File: config.mk
export PLATFORM = sky130hd
export DESIGN_NAME = wb_mem_arbiter
export DESIGN_NICKNAME = d
export VERILOG_FILES = /design/src/rtl/wb_mem_arbiter.sv
export SDC_FILE = /design/constraint.sdc
export NUM_CORES = 1
export LEC_CHECK = 0
export CAP_MARGIN = 20
export CORE_AREA = 4 4 120 122
export CTS_BUF_LIST = sky130_fd_sc_hd__clkbuf_4 sky130_fd_sc_hd__clkbuf_8
export CTS_CLUSTER_SIZE = 12
export DETAILED_ROUTE_END_ITERATION = 10
export DIE_AREA = 0 0 124 126
export PLACE_DENSITY = 0.66
export REMOVE_ABC_BUFFERS = 1
export SETUP_SLACK_MARGIN = 0.02
export SLEW_MARGIN = 20
export SYNTH_ARGS = -nofsm -noshare
export SYNTH_HDL_FRONTEND = slang
export SYNTH_SLANG_ARGS = --single-unit
File: constraint.sdc
create_clock -name clk_i -period 4.9 [get_ports clk_i]
set_input_delay 0.98 -clock clk_i [delete_from_list [all_inputs] [get_ports clk_i]]
set_output_delay 0.98 -clock clk_i [all_outputs]
set_load 0.02 [all_outputs]
File: src/rtl/wb_mem_arbiter.sv
// Two-master pipelined Wishbone arbiter in front of simple_mem (m0 = ifetch, m1 = load/store).
// Optional feature macro: WB_ARB_TIMEOUT_EN aborts a bus cycle whose ack/err never arrives.
`ifndef XLEN
`define XLEN 32
`endif
`ifndef XLEN_GRAN
`define XLEN_GRAN 2
`endif

module wb_mem_arbiter #(
    parameter int unsigned PRIO_FIXED      = 0,
    parameter int unsigned MAX_OUTSTANDING = 15,
    parameter int unsigned TIMEOUT_CYCLES  = 16
) (
    input  logic                            clk_i,
    input  logic                            rst_ni,
    input  logic                            m0_cyc_i,
    input  logic                            m0_stb_i,
    input  logic                            m0_we_i,
    input  logic [`XLEN-`XLEN_GRAN-1:0]     m0_addr_i,
    input  logic [`XLEN/8-1:0]              m0_sel_i,
    input  logic [`XLEN-1:0]                m0_dat_i,
    output logic                            m0_ack_o,
    output logic                            m0_err_o,
    output logic                            m0_stall_o,
    output logic [`XLEN-1:0]                m0_dat_o,
    input  logic                            m1_cyc_i,
    input  logic                            m1_stb_i,
    input  logic                            m1_we_i,
    input  logic [`XLEN-`XLEN_GRAN-1:0]     m1_addr_i,
    input  logic [`XLEN/8-1:0]              m1_sel_i,
    input  logic [`XLEN-1:0]                m1_dat_i,
    output logic                            m1_ack_o,
    output logic                            m1_err_o,
    output logic                            m1_stall_o,
    output logic [`XLEN-1:0]                m1_dat_o,
    output logic                            s_cyc_o,
    output logic                            s_stb_o,
    output logic                            s_we_o,
    output logic [`XLEN-`XLEN_GRAN-1:0]     s_addr_o,
    output logic [`XLEN/8-1:0]              s_sel_o,
    output logic [`XLEN-1:0]                s_dat_o,
    input  logic                            s_ack_i,
    input  logic                            s_err_i,
    input  logic                            s_stall_i,
    input  logic [`XLEN-1:0]                s_dat_i
);

    localparam int unsigned CW = 4;

    // The outstanding counter is 4 bits wide; reject configurations it cannot hold.
    if (MAX_OUTSTANDING < 1 || MAX_OUTSTANDING > 15) begin : g_bad_max_outstanding
        $error("wb_mem_arbiter: MAX_OUTSTANDING must be in 1..15");
    end
    if (TIMEOUT_CYCLES == 0) begin : g_bad_timeout
        $error("wb_mem_arbiter: TIMEOUT_CYCLES must be non-zero");
    end

    typedef enum logic [1:0] {
        IDLE = 2'd0,
        OWN0 = 2'd1,
        OWN1 = 2'd2
    } state_e;

    state_e          state_q, state_d;
    logic [CW-1:0]   outstanding_q, outstanding_d;
    logic            last_owner_q, last_owner_d;

    logic            own0_c;
    logic            own1_c;
    logic            full_c;
    logic            rsp_valid_c;
    logic            stb_accept_c;
    logic            release_c;
    logic            tmo_fire_c;

`ifdef WB_ARB_TIMEOUT_EN
    localparam int unsigned TW = $clog2(TIMEOUT_CYCLES + 1);

    logic [TW-1:0]   tmo_q, tmo_d;

    // Fires on the last stall-free cycle before the limit, with nothing answered yet.
    always_comb begin
        tmo_fire_c = (state_q != IDLE) && (outstanding_q != '0) && !s_ack_i && !s_err_i
                     && (tmo_q == TW'(TIMEOUT_CYCLES - 1));
        tmo_d      = tmo_q + TW'(1);
        if (state_q == IDLE || outstanding_q == '0 || s_ack_i || s_err_i || release_c) begin
            tmo_d = '0;
        end
    end

    always_ff @(posedge clk_i) begin
        if (!rst_ni) begin
            tmo_q <= '0;
        end else begin
            tmo_q <= tmo_d;
        end
    end
`else
    assign tmo_fire_c = 1'b0;
`endif

    // Slave-side mux and per-master response routing.
    always_comb begin
        own0_c       = (state_q == OWN0) && m0_cyc_i;
        own1_c       = (state_q == OWN1) && m1_cyc_i;
        full_c       = (outstanding_q == CW'(MAX_OUTSTANDING));
        rsp_valid_c  = (outstanding_q != '0);

        s_cyc_o      = own0_c || own1_c;
        s_stb_o      = ((own0_c && m0_stb_i) || (own1_c && m1_stb_i)) && !full_c && !tmo_fire_c;
        s_we_o       = (state_q == OWN1) ? m1_we_i   : m0_we_i;
        s_addr_o     = (state_q == OWN1) ? m1_addr_i : m0_addr_i;
        s_sel_o      = (state_q == OWN1) ? m1_sel_i  : m0_sel_i;
        s_dat_o      = (state_q == OWN1) ? m1_dat_i  : m0_dat_i;
        stb_accept_c = s_stb_o && !s_stall_i;

        m0_stall_o   = (state_q != OWN0) || s_stall_i || full_c || tmo_fire_c;
        m1_stall_o   = (state_q != OWN1) || s_stall_i || full_c || tmo_fire_c;
        m0_ack_o     = own0_c && s_ack_i && rsp_valid_c;
        m1_ack_o     = own1_c && s_ack_i && rsp_valid_c;
        m0_err_o     = ((state_q == OWN0) && tmo_fire_c) || (own0_c && s_err_i && rsp_valid_c);
        m1_err_o     = ((state_q == OWN1) && tmo_fire_c) || (own1_c && s_err_i && rsp_valid_c);
        m0_dat_o     = s_dat_i;
        m1_dat_o     = s_dat_i;
    end

    // Grant, release and outstanding-count bookkeeping.
    always_comb begin
        state_d       = state_q;
        last_owner_d  = last_owner_q;
        outstanding_d = outstanding_q;
        release_c     = 1'b0;

        if (stb_accept_c && !(s_ack_i || s_err_i)) begin
            outstanding_d = outstanding_q + CW'(1);
        end else if (!stb_accept_c && (s_ack_i || s_err_i) && rsp_valid_c) begin
            outstanding_d = outstanding_q - CW'(1);
        end

        case (state_q)
            IDLE: begin
                if (m0_cyc_i && m1_cyc_i) begin
                    state_d = ((PRIO_FIXED != 0) || last_owner_q) ? OWN0 : OWN1;
                end else if (m0_cyc_i) begin
                    state_d = OWN0;
                end else if (m1_cyc_i) begin
                    state_d = OWN1;
                end
            end
            OWN0: begin
                if (!m0_cyc_i || tmo_fire_c) begin
                    release_c    = 1'b1;
                    state_d      = IDLE;
                    last_owner_d = 1'b0;
                end
            end
            OWN1: begin
                if (!m1_cyc_i || tmo_fire_c) begin
                    release_c    = 1'b1;
                    state_d      = IDLE;
                    last_owner_d = 1'b1;
                end
            end
            default: begin
                state_d = IDLE;
            end
        endcase

        // Responses still in flight at release belong to nobody.
        if (release_c) begin
            outstanding_d = '0;
        end
    end

    always_ff @(posedge clk_i) begin
        if (!rst_ni) begin
            state_q       <= IDLE;
            outstanding_q <= '0;
            last_owner_q  <= 1'b1;
        end else begin
            state_q       <= state_d;
            outstanding_q <= outstanding_d;
            last_owner_q  <= last_owner_d;
        end
    end

endmodule

* Word-level counts from Yosys, hierarchy flattened
Cells that the tools add are included.
** Storage, ports and cells
- Word-level logic and storage cells :: 69
- Output and inout port bits :: 139
- Bits of input ports :: 175
- Flip-flop bits (word level) :: 7
** Cells by class
- Reduce and logical (&&, ||, !) cells :: 36
- Bitwise gates (word level) :: 1
- Mux-type cells :: 19
- $add $sub $neg :: 2
- Eq/ne operators :: 8
** Operators by type and width (number)
- 32-bit two-way mux :: 1
- 30-bit two-way mux :: 1
- 1-bit logical AND :: 18
- 2-bit two-way mux :: 6
- 4-bit two-way mux :: 3
- 1-bit logical OR :: 7
- 2-bit inequality test (second input constant) :: 3
- 2-bit one-hot mux with 3 select lines :: 1
- 3-bit AND reduction :: 2
- 1-bit two-way mux :: 5
- 4-bit by 1-bit adder with 4-bit output (second input constant) :: 1
- 4-bit equality test (second input constant) :: 1
- 1-bit logical NOT :: 4
- 4-bit inequality test (second input constant) :: 1
- 1-bit one-hot mux with 2 select lines :: 2
- 2-bit nonzero test :: 2
- 4-bit nonzero test :: 1
- 4-bit by 1-bit subtractor with 4-bit output (second input constant) :: 1
- 2-bit by 1-bit equality test with 1-bit output (second input constant) :: 1
- 2-bit equality test (second input constant) :: 1
- 2-bit logical NOT :: 1
- 2-bit by 1-bit inequality test with 1-bit output (second input constant) :: 1
- 2-bit OR reduction :: 1
- 1-bit NOT :: 1

* Longest topological paths before layout
- Depth after elaboration :: 11
- Depth in mapped cells :: 11

* Worst setup path before layout
OpenSTA, ideal clock, no wires.
- Kind :: input to register
- Start :: input s_stall_i
- End :: register outstanding_q[1]
- Required time :: 4826 ps
- Setup slack :: 2040 ps
- Setup time :: 74 ps
- Stages :: 6
- Arrival time :: 2786 ps
- Path through :: a41o_2 -> a2111oi_2 -> inv_1 -> fa_1 -> or4b_1 -> a31oi_1
** On the way
- Word-level cells in the longest chain between the ends :: 6
- Elaborated cells between the ends (all ways) :: 8
- Classes of those cells :: 1 x mux; 7 x reduce/logical
** Ends and longest elaborated chain
- from (decl) :: RTL line 45 : input logic s_stall_i,
- 1-bit logical NOT * :: RTL line 116 : stb_accept_c = s_stb_o && !s_stall_i;
- 1-bit logical AND * :: RTL line 116
- 1-bit logical NOT :: RTL line 137 : end else if (!stb_accept_c && (s_ack_i || s_err_i) && rsp_valid_c) begin
- 1-bit logical AND (2 in series) :: RTL line 137
- 2-bit nonzero test (no line)
- to (signal assigned) :: RTL line 183 : outstanding_q <= outstanding_d;
- to (decl) :: RTL line 66 : logic [CW-1:0] outstanding_q, outstanding_d;
Mark *: on every way between the ends. The rest lies on a longest branch, timed or not.
A chain may end at the register's enable or synchronous reset.

* Worst setup path after layout
- Start :: input m1_cyc_i
- End :: output s_stb_o
** On the way
- Word-level cells in the longest chain between the ends :: 4
** Ends and longest elaborated chain
- from (decl) :: RTL line 27 : input logic m1_cyc_i,
- 1-bit logical AND :: RTL line 106 : own1_c = (state_q == OWN1) && m1_cyc_i;
- 1-bit logical AND :: RTL line 111 : s_stb_o = ((own0_c && m0_stb_i) || (own1_c && m1_stb_i)) && !full_c && !tmo_fire_c;
- 1-bit logical OR :: RTL line 111
- 1-bit logical AND :: RTL line 111
- to (decl) :: RTL line 38 : output logic s_stb_o,
Every way passes these cells.

==> metrics.yaml <==
worst_setup_path:
  crit_family: "buffers and inverters"
  cpPeakStageDelay_ns: 0.66
  worst-path-buf-inv: 2
  path_cells: "clkdlybuf4s50_1 -> nand3_2 -> a21oi_1 -> clkdlybuf4s50_1"
  crit_arrival_ns: 2.73
  cp_data_required_time_ns: 3.92
  cp_max_fo: 7
  crit_top_cell: "clkdlybuf4s50_1"
  crit_type: "in -> out"
  cp-end-kind: "output pin"
  cp-start-kind: "input pin"
  slowest_stage: "clkdlybuf4s50_1"
detailed_routing:
  wl_mm: 14.01
  ant_nets: 0
  viasPerCell: 4.119
  dr_total_vias: 2249
  routedWlPerCell_um: 25.66
  drtIter0Drc: 81
  first_pass_iters: 4
  drc: 0
yosys:
  synth_edf_count: 0
  yosys.area.top_type: "mux2_2"
  syn_area_um2: 1941
  yosysWarnings: 0
  synth-async-reset-ratio_pct: 0
  synth_cells: 220
  syn_avg_cell_area_um2: 8.821
  synthTopCellsByArea: "mux2_2 (40%), buf_4 (25%), dfxtp_1 (7.2%)"
  netlist-cell-type-count: 35
  synth_top_area_share_pct: 40.04
  synthFlopType: "dfxtp_1"
  seq_area_frac_synth_pct: 7.221
  synth_seq_cells: 7
clock_network:
  cts_max_level: 1
  tritoncts: "done"
  holdBufCountCts: 0
  cts_root_buffer: "clkbuf_8"
  clk_pin_slew_ns: 0.04
  clk_latency_ns: 0.23
  postCtsSetupBuffers: 0
  clockBufferDepth: 2
  cts.repair.resized: 0
  cts_buffers: 3
  clock_sinks: 7
grt:
  grt_overflow: 0
  grt_pass1_wl_mm: 17.89
  antenna_found_initial: 1
  grt_start_max_net_pins: 51
  grt_use_total_pct: 16.72
  grt_pass1_vias: 2499
layout:
  fin_area_um2: 3890
  diodes: 0
  nets: 552
  drive_gt1_share_pct: 21.89
  area_delta_synth_final_pct: 100.5
placed_design:
  portBuffers: 217
  dpl-instance-area_um2: 3841
  place.gp.congestion: 0.9321
  hpwl_mm: 12.73
worst_hold_path:
  hold_class: "reg -> reg"
floorplan:
  dieArea_um2: 15620
  io_pins: 314
  start_util_pct: 14.71
  num_rows: 42
  core_area_um2: 13190
  die_h_um: 126
  die_x_um: 124
status:
  status: "complete, no violations"
sta:
  worst_pin_slew_ns: 0.6620
  setup_viol: 0
  period_share_pct: 75.75
  totalNegativeSetupSlack_ns: 0
  hold_viol_final: 0
  period_minus_slack_ns: 3.712
  max_freq_mhz: 269.4
  rsz0062_at_grt: "false"
  slew_viol_final: 0
  slew_headroom_pct: 55.87
  fin_skew_ns: 0.003960
power_and_ir_drop:
  ir_drop_mv: 0.08146
  powerDensity_nw_per_um2: 214.4
  p_leak_nw: 1.376
run:
  max_cap_violations: 0
-- layer usage --
metal	global-route usage (%)	vias to the layer above	share of wire (%)
met5	4.605	-	0.68
met3	17.13	18	24
met2	29.08	243	48
met4	5.735	4	3.3
met1	11.57	966	24
li1	-	1018	-
-- synth_stat cells, drive strengths merged (2+ instances only) --
library cell,count
nand3,6
dfxtp,7
nor3,2
a21oi,5
nand2,8
buf,72
a31oi,2
nand2b,3
mux2i,5
ha,5
a21o,2
mux2,69
inv,3
nand3b,4
o21ai,2
nor2,9
nor2b,2
-- tightest hold or removal path, delay by kind of cell (launching register included) --
kind	cells	cell delay [ns]
AOI/OAI and AO/OA	2	0.18
DFF	1	0.31
-- layout by cell type (no fill, tap or decap), drive strengths merged --
cell	instances
clkdlybuf4s50	217
mux2	69
nor2	9
nand2	8
dfxtp	7
nand3	6
mux2i	5
a21oi	5
ha	5
nand3b	4
clkbuf	4
inv	3
nand2b	3
o21ai	2
nor2b	2
nor3	2
a31oi	2
a21o	2
a41o	1
a2111oi	1
and4	1
or4	1
a22o	1
a21boi	1
nor4	1
xnor2	1
a21bo	1
or4b	1
o21bai	1
a211o	1
a2bb2oi	1
fa	1
buf	1
-- registers in the layout, indices dropped and copies added (netlist names) --
name and count:
state_q 2, last_owner_q 1, outstanding_q 4
-- power by group --
group          switching [mW]  leakage [nW]  internal, mW
sequential             0.0247        0.0577        0.0726
clock                  0.0263        0.0262        0.0619
combinational           0.280          1.29         0.369
total                   0.331          1.38         0.503
-- cells by family (layout without fill, tap and decap cells) --
family	count (synthesis)	count (layout)	share of synthesized area, %
simple gates	38	38	10.70
buf+inv	75	225	26.95
fa+ha+maj	6	6	4.255
compound gates	19	19	7.802
xor+xnor	1	1	0.4514
mux	74	74	42.62
flops	7	7	7.221
-- final timing paths --
| path | startpoint | endpoint | slack, ns | depth (start not counted) |
|---|---|---|---|---|
| max | m1_cyc_i | s_stb_o | 1.19 | 4 |
| min | last_owner_q$_SDFFE_PN1P_ | last_owner_q$_SDFFE_PN1P_ | 0.54 | 2 |
| max reg2reg | state_q[0]$_SDFFE_PN0P_ | outstanding_q[1]$_SDFFE_PP0P_ | 1.83 | 8 |
| min reg2reg | last_owner_q$_SDFFE_PN1P_ | last_owner_q$_SDFFE_PN1P_ | 0.54 | 2 |
-- metrics by stage --
| step | worst slack [ns] | util (%) | power (mW) | hold WS, ns | std cells |
|---|---|---|---|---|---|
| floorplan | 0.7106 | - | 0.4329 | 0.4868 | 148 |
| detailed placement | 1.162 | 29.12 | 0.7474 | 0.5315 | 542 |
| CTS | 1.152 | 29.49 | 0.8415 | 0.5418 | 546 |
| finish | 1.188 | 29.49 | 0.8341 | 0.5445 | 546 |
| global route | 1.088 | 29.49 | 0.8910 | 0.5648 | 546 |
| global placement | 1.167 | 29.12 | 0.7406 | 0.5155 | 542 |
-- layout make-up --
type | count | area [um2]
Clock buffer | 4 | 48.80
Fill cell | 1380 | 9300
Inverter | 3 | 11.26
Multi-Input combinational cell | 138 | 1290
Sequential cell | 7 | 140.1
Tap cell | 176 | 220.2
Timing Repair Buffer | 218 | 2180
No activity file was read; power rests on OpenSTA's default activity.
